## src/rtl/press_sequence_classifier.sv

```systemverilog
// press_sequence_classifier: groups debounced button pulses into multi-tap
// events and presents the press count on a valid/ready output.
//
// Ports:
//   clk               system clock
//   async_rst_n       asynchronous active-low reset
//   clk_en            global enable; state only updates on enabled edges
//   press_pulse       debounced single-cycle press pulse
//   press_count_ready consumer accepts the event
//   press_count_valid event available (registered)
//   press_count       presses in the event, 1..Max_Press_Count (registered)
//   dropped_count     pulses dropped while holding an event, saturating at
//                     255; present only with PRESS_SEQUENCE_CLASSIFIER_DROP_COUNT_EN
module press_sequence_classifier #(
    parameter int unsigned Gap_Window_Cycles = 10_500_000,
    parameter int unsigned Max_Press_Count   = 4,
    localparam int unsigned Count_Width = $clog2(Max_Press_Count + 1),
    localparam int unsigned Timer_Width = $clog2(Gap_Window_Cycles)
) (
    input  logic                   clk,
    input  logic                   async_rst_n,
    input  logic                   clk_en,
    input  logic                   press_pulse,
    input  logic                   press_count_ready,
`ifdef PRESS_SEQUENCE_CLASSIFIER_DROP_COUNT_EN
    output logic [7:0]             dropped_count,
`endif
    output logic                   press_count_valid,
    output logic [Count_Width-1:0] press_count
);

    typedef enum logic [1:0] {
        IDLE    = 2'd0,
        COLLECT = 2'd1,
        HOLD    = 2'd2
    } state_t;

    localparam logic [Timer_Width-1:0] TimerLast =
        Timer_Width'(Gap_Window_Cycles - 1);
    localparam logic [Count_Width-1:0] CountMax =
        Count_Width'(Max_Press_Count);
    localparam logic [Count_Width-1:0] CountOne = Count_Width'(1);

    state_t                 state_q, state_d;
    logic [Count_Width-1:0] count_q, count_d;
    logic [Timer_Width-1:0] timer_q, timer_d;
    logic                   valid_q, valid_d;
    logic [Count_Width-1:0] pcount_q, pcount_d;
`ifdef PRESS_SEQUENCE_CLASSIFIER_DROP_COUNT_EN
    logic [7:0]             drop_q, drop_d;
`endif

    always_comb begin
        state_d  = state_q;
        count_d  = count_q;
        timer_d  = timer_q;
        valid_d  = valid_q;
        pcount_d = pcount_q;
`ifdef PRESS_SEQUENCE_CLASSIFIER_DROP_COUNT_EN
        drop_d   = drop_q;
`endif
        if (clk_en) begin
            unique case (state_q)
                IDLE: begin
                    if (press_pulse) begin
                        state_d = COLLECT;
                        count_d = CountOne;
                        timer_d = '0;
                    end
                end
                COLLECT: begin
                    // a pulse on the expiry edge extends the sequence
                    if (press_pulse) begin
                        if (count_q != CountMax)
                            count_d = count_q + CountOne;
                        timer_d = '0;
                    end else if (timer_q == TimerLast) begin
                        state_d  = HOLD;
                        valid_d  = 1'b1;
                        pcount_d = count_q;
                    end else begin
                        timer_d = timer_q + Timer_Width'(1);
                    end
                end
                HOLD: begin
                    if (press_count_ready) begin
                        valid_d = 1'b0;
                        // a press on the acceptance edge opens a new sequence
                        if (press_pulse) begin
                            state_d = COLLECT;
                            count_d = CountOne;
                            timer_d = '0;
                        end else begin
                            state_d = IDLE;
                        end
                    end
`ifdef PRESS_SEQUENCE_CLASSIFIER_DROP_COUNT_EN
                    else if (press_pulse && drop_q != 8'hFF) begin
                        drop_d = drop_q + 8'd1;
                    end
`endif
                end
                default: begin
                    state_d = IDLE;
                    valid_d = 1'b0;
                end
            endcase
        end
    end

    always_ff @(posedge clk or negedge async_rst_n) begin
        if (!async_rst_n) begin
            state_q  <= IDLE;
            count_q  <= '0;
            timer_q  <= '0;
            valid_q  <= 1'b0;
            pcount_q <= '0;
`ifdef PRESS_SEQUENCE_CLASSIFIER_DROP_COUNT_EN
            drop_q   <= '0;
`endif
        end else begin
            state_q  <= state_d;
            count_q  <= count_d;
            timer_q  <= timer_d;
            valid_q  <= valid_d;
            pcount_q <= pcount_d;
`ifdef PRESS_SEQUENCE_CLASSIFIER_DROP_COUNT_EN
            drop_q   <= drop_d;
`endif
        end
    end

    assign press_count_valid = valid_q;
    assign press_count       = pcount_q;
`ifdef PRESS_SEQUENCE_CLASSIFIER_DROP_COUNT_EN
    assign dropped_count     = drop_q;
`endif

endmodule

```

## config.mk

```make
export PLATFORM = sky130hd
export DESIGN_NAME = press_sequence_classifier
export DESIGN_NICKNAME = d
export VERILOG_FILES = /design/src/rtl/press_sequence_classifier.sv
export SDC_FILE = /design/constraint.sdc
export NUM_CORES = 1
export LEC_CHECK = 0
export BUFFER_PORTS_ARGS = -buffer_cell sky130_fd_sc_hd__clkbuf_2
export CAP_MARGIN = 0
export CORE_ASPECT_RATIO = 1.25
export CORE_MARGIN = 1.5
export CORE_UTILIZATION = 29
export DETAILED_ROUTE_END_ITERATION = 8
export SLEW_MARGIN = 20
export SYNTH_ARGS = -nofsm -noshare
export SYNTH_HDL_FRONTEND = slang
export SYNTH_SLANG_ARGS = --single-unit
```

## constraint.sdc

```tcl
create_clock -name clk -period 2 [get_ports clk]
set_input_delay 0.3 -clock clk [delete_from_list [all_inputs] [get_ports clk]]
set_output_delay 0.3 -clock clk [all_outputs]
set_load 0.1 [all_outputs]
```

==> out/qor.yml <==
yosys:
  synth_xor_area_share_pct: 5.11
  synth_seq_cells: 33
  ys_seq_area_share_pct: 43.8
  async_reset_ff_share_pct: 100
  netlist_area_mm2: 0.00189
  synth-compound-area-share_pct: 12.2
  synth_fp_nets: 203
  synth_edf_count: 0
  syn-instance-count: 195
  synth_area_per_cell_um2: 9.67
  synth_warnings: 0
  synth_top_family_by_area: "simple AND/OR/NAND/NOR gates"
  yosys.area_share.simple_pct: 30.3
  synthAdderAreaFrac_pct: 1.99
  synth-main-ff-cell: "dfrtp_1"
  synthMuxAreaShare_pct: 2.92
  synth.distinct_cells: 46
placement:
  hpwl_um: 3200
  placed_area_mm2: 0.00212
  numPortBuffers: 8
  dp.cells: 299
  gp_congestion: 0.842
  pre_cts_slack_ns: 0.0717
final_layout:
  fin_util_pct: 36.6
  layout_common_cells: "dfrtp_1 (33), buf_4 (18), nor2_1 (17)"
  layoutNonFillerInstCount: 309
  stdcell_area_mm2: 0.00229
  multi_input_area_mm2: 0.00101
  fill_cells: 642
  final_common_cell: "dfrtp_1"
  regArea_um2: 826
  nets: 231
  num_antenna_cells: 0
  drive_gt1_share_pct: 22.8
  syn_to_final_growth_pct: 21.2
sta:
  post-route-min-period_ns: 1.86
  drv_slew: 0
  hold_ws_ns: 0.358
  rsz0062_at_grt: "no"
  tightest_slew_ns: 0.539
  fin_setup_tns_ns: 0
  period_share_pct: 93.0
  hold_viol: 0
  fin_skew_ns: 0.00431
  setup_viol: 0
  clock.fmax_ghz: 0.538
  timing.slew.headroom_pct: 64.2
  layout_setup_ws_ns: 0.140
grt:
  grt_max_degree: 19
  grt_pass1_vias: 1553
  grt_remaining_overflow: 0
  grt_util_all_layers_pct: 14.1
  antenna_found_initial: 0
  grt_pass1_wl_um: 7400
cts:
  cts_tree: "yes"
  h-tree-depth: 2
  clkTransAtPathRegs_ns: 0.06
  cts_sinks: 33
  clkLatencyLatePin_ns: 0.28
  clockRootBuffer: "clkbuf_8"
  cts_max_path_buffers: 2
  cts_buffers: 5
critical_path:
  r2r_slack_ns: 0.14
  path_max_fanout: 5
  crit_slowest_cell: "dfrtp_1"
  start_kind: "flip-flop"
  endpoint_kind: "flip-flop"
  critPathMaxStageDelay_ns: 0.40
  worstReg2RegStart: "timer_q[0]"
  reg2reg_to: "press_count[0]"
  path_cells: "ha_1 -> nand3_1 -> nand4b_1 -> nor4_4 -> nand4b_4 -> mux2_2"
  cp.required_ns: 2.17
  reg2reg_depth: 6
  crit_arrival_ns: 2.03
  critPathKind: "flip-flop to flip-flop"
floorplanning:
  die_area_mm2: 0.00700
  die_w_um: 75.1
  initial_core_util_pct: 30.2
  die_h_um: 93.2
  io_pins: 9
  core.rowCount: 32
  core_area_mm2: 0.00625
drt:
  wl_um: 4210
  drt_iter0_markers: 167
  routedWlPerCell_um: 13.6
  vias: 1567
  viasPerCell: 5.07
  ant_nets: 0
  drc_errors: 0
  drtPass1Iterations: 4
pwr:
  finalPower_mw: 1.54
  power.leakage_nw: 1.01
  vdd_ir_drop_max_uv: 420
  p_per_area_mw_per_mm2: 673
outcome:
  status: "completed"
job:
  cap_violations: 0
worst_hold_path:
  hold_start: "press_count_ready"
  whs_path_depth: 4
  worst_hold_path.endpoint: "state_q[1]"
  worstHoldPathType: "input pin to flip-flop"
==> repair_timing <==
action / in CTS / in global routing
setup buffers: 0 / 1
endpoints found under the setup margin: 0 / 5
hold buffers: 1 / 0
endpoints found under the hold margin: 15 / 0
gates resized for setup: 0 / 3
==> Yosys cell counts (3+ instances only) <==
cell	n	share of area [%]
inv_1	5	1.0
mux2_2	4	2.4
xor2_1	9	4.2
nor3_1	3	0.80
dfrtp_1	33	44
buf_6	3	1.8
nand4_1	8	2.7
nand2_1	14	2.8
a21oi_1	11	2.9
o21ai_0	12	3.2
nand3_1	12	3.2
nor4_1	3	1.0
nor2_1	17	3.4
and4_1	3	1.4
or3_1	10	3.3
nor4b_1	3	1.4
and3_1	6	2.0
ha_1	3	2.0
==> flip-flops by register name (all words and copies together) (netlist names) <==
name               cells
count_q                3
press_count_valid      1
press_count            3
timer_q               24
state_q                2
==> worst max-delay path by stage <==
| stage | start | endpoint | slack [ns] |
|---|---|---|---|
| finish | timer_q[0] | press_count[0] | 0.14 |
| CTS | timer_q[18] | press_count[0] | 0.05 |
| global route | timer_q[5] | timer_q[9] | 0.002 |
| detailed placement | timer_q[18] | press_count[0] | 0.07 |
| global placement | timer_q[18] | press_count[1] | 0.12 |
| floorplan | timer_q[0] | press_count[0] | 0.22 |
==> kinds of logic after synthesis <==
family | Yosys count
buffers and inverters | 12
adders and majority gates | 3
AOI/OAI and AO/OA | 35
xor gates and xnor gates | 11
and+or+nand+nor | 96
muxes | 5
DFF | 33
==> cell type report <==
type,count,share of cell area [%]
multi-input combinational,150,44.3
inverter,5,0.821
tap,85,4.65
sequential,33,36.1
clock buffer,7,3.78
timing repair buffer,28,8.98
clock inverter,1,1.31
==> per-layer routing <==
layer	track usage (%)	wire (um)
met1	18.1	1920
met2	21.9	2060
met3	4.20	151
met4	5.61	80
met5	0	0
==> power breakdown <==
| part | total [mW] | switching [mW] | leakage, nW | internal [mW] |
|---|---|---|---|---|
| combinational | 0.155 | 0.0846 | 0.507 | 0.0705 |
| sequential | 0.743 | 0.0387 | 0.447 | 0.705 |
| clock | 0.641 | 0.235 | 0.0585 | 0.406 |
==> critical path, delay by kind of cell (launching register included) <==
family,cells,cell delay [ns]
adders and majority gates,1,0.23
DFF,1,0.40
muxes,1,0.31
and+or+nand+nor,4,0.80
Power figures use the tool's default switching activity.
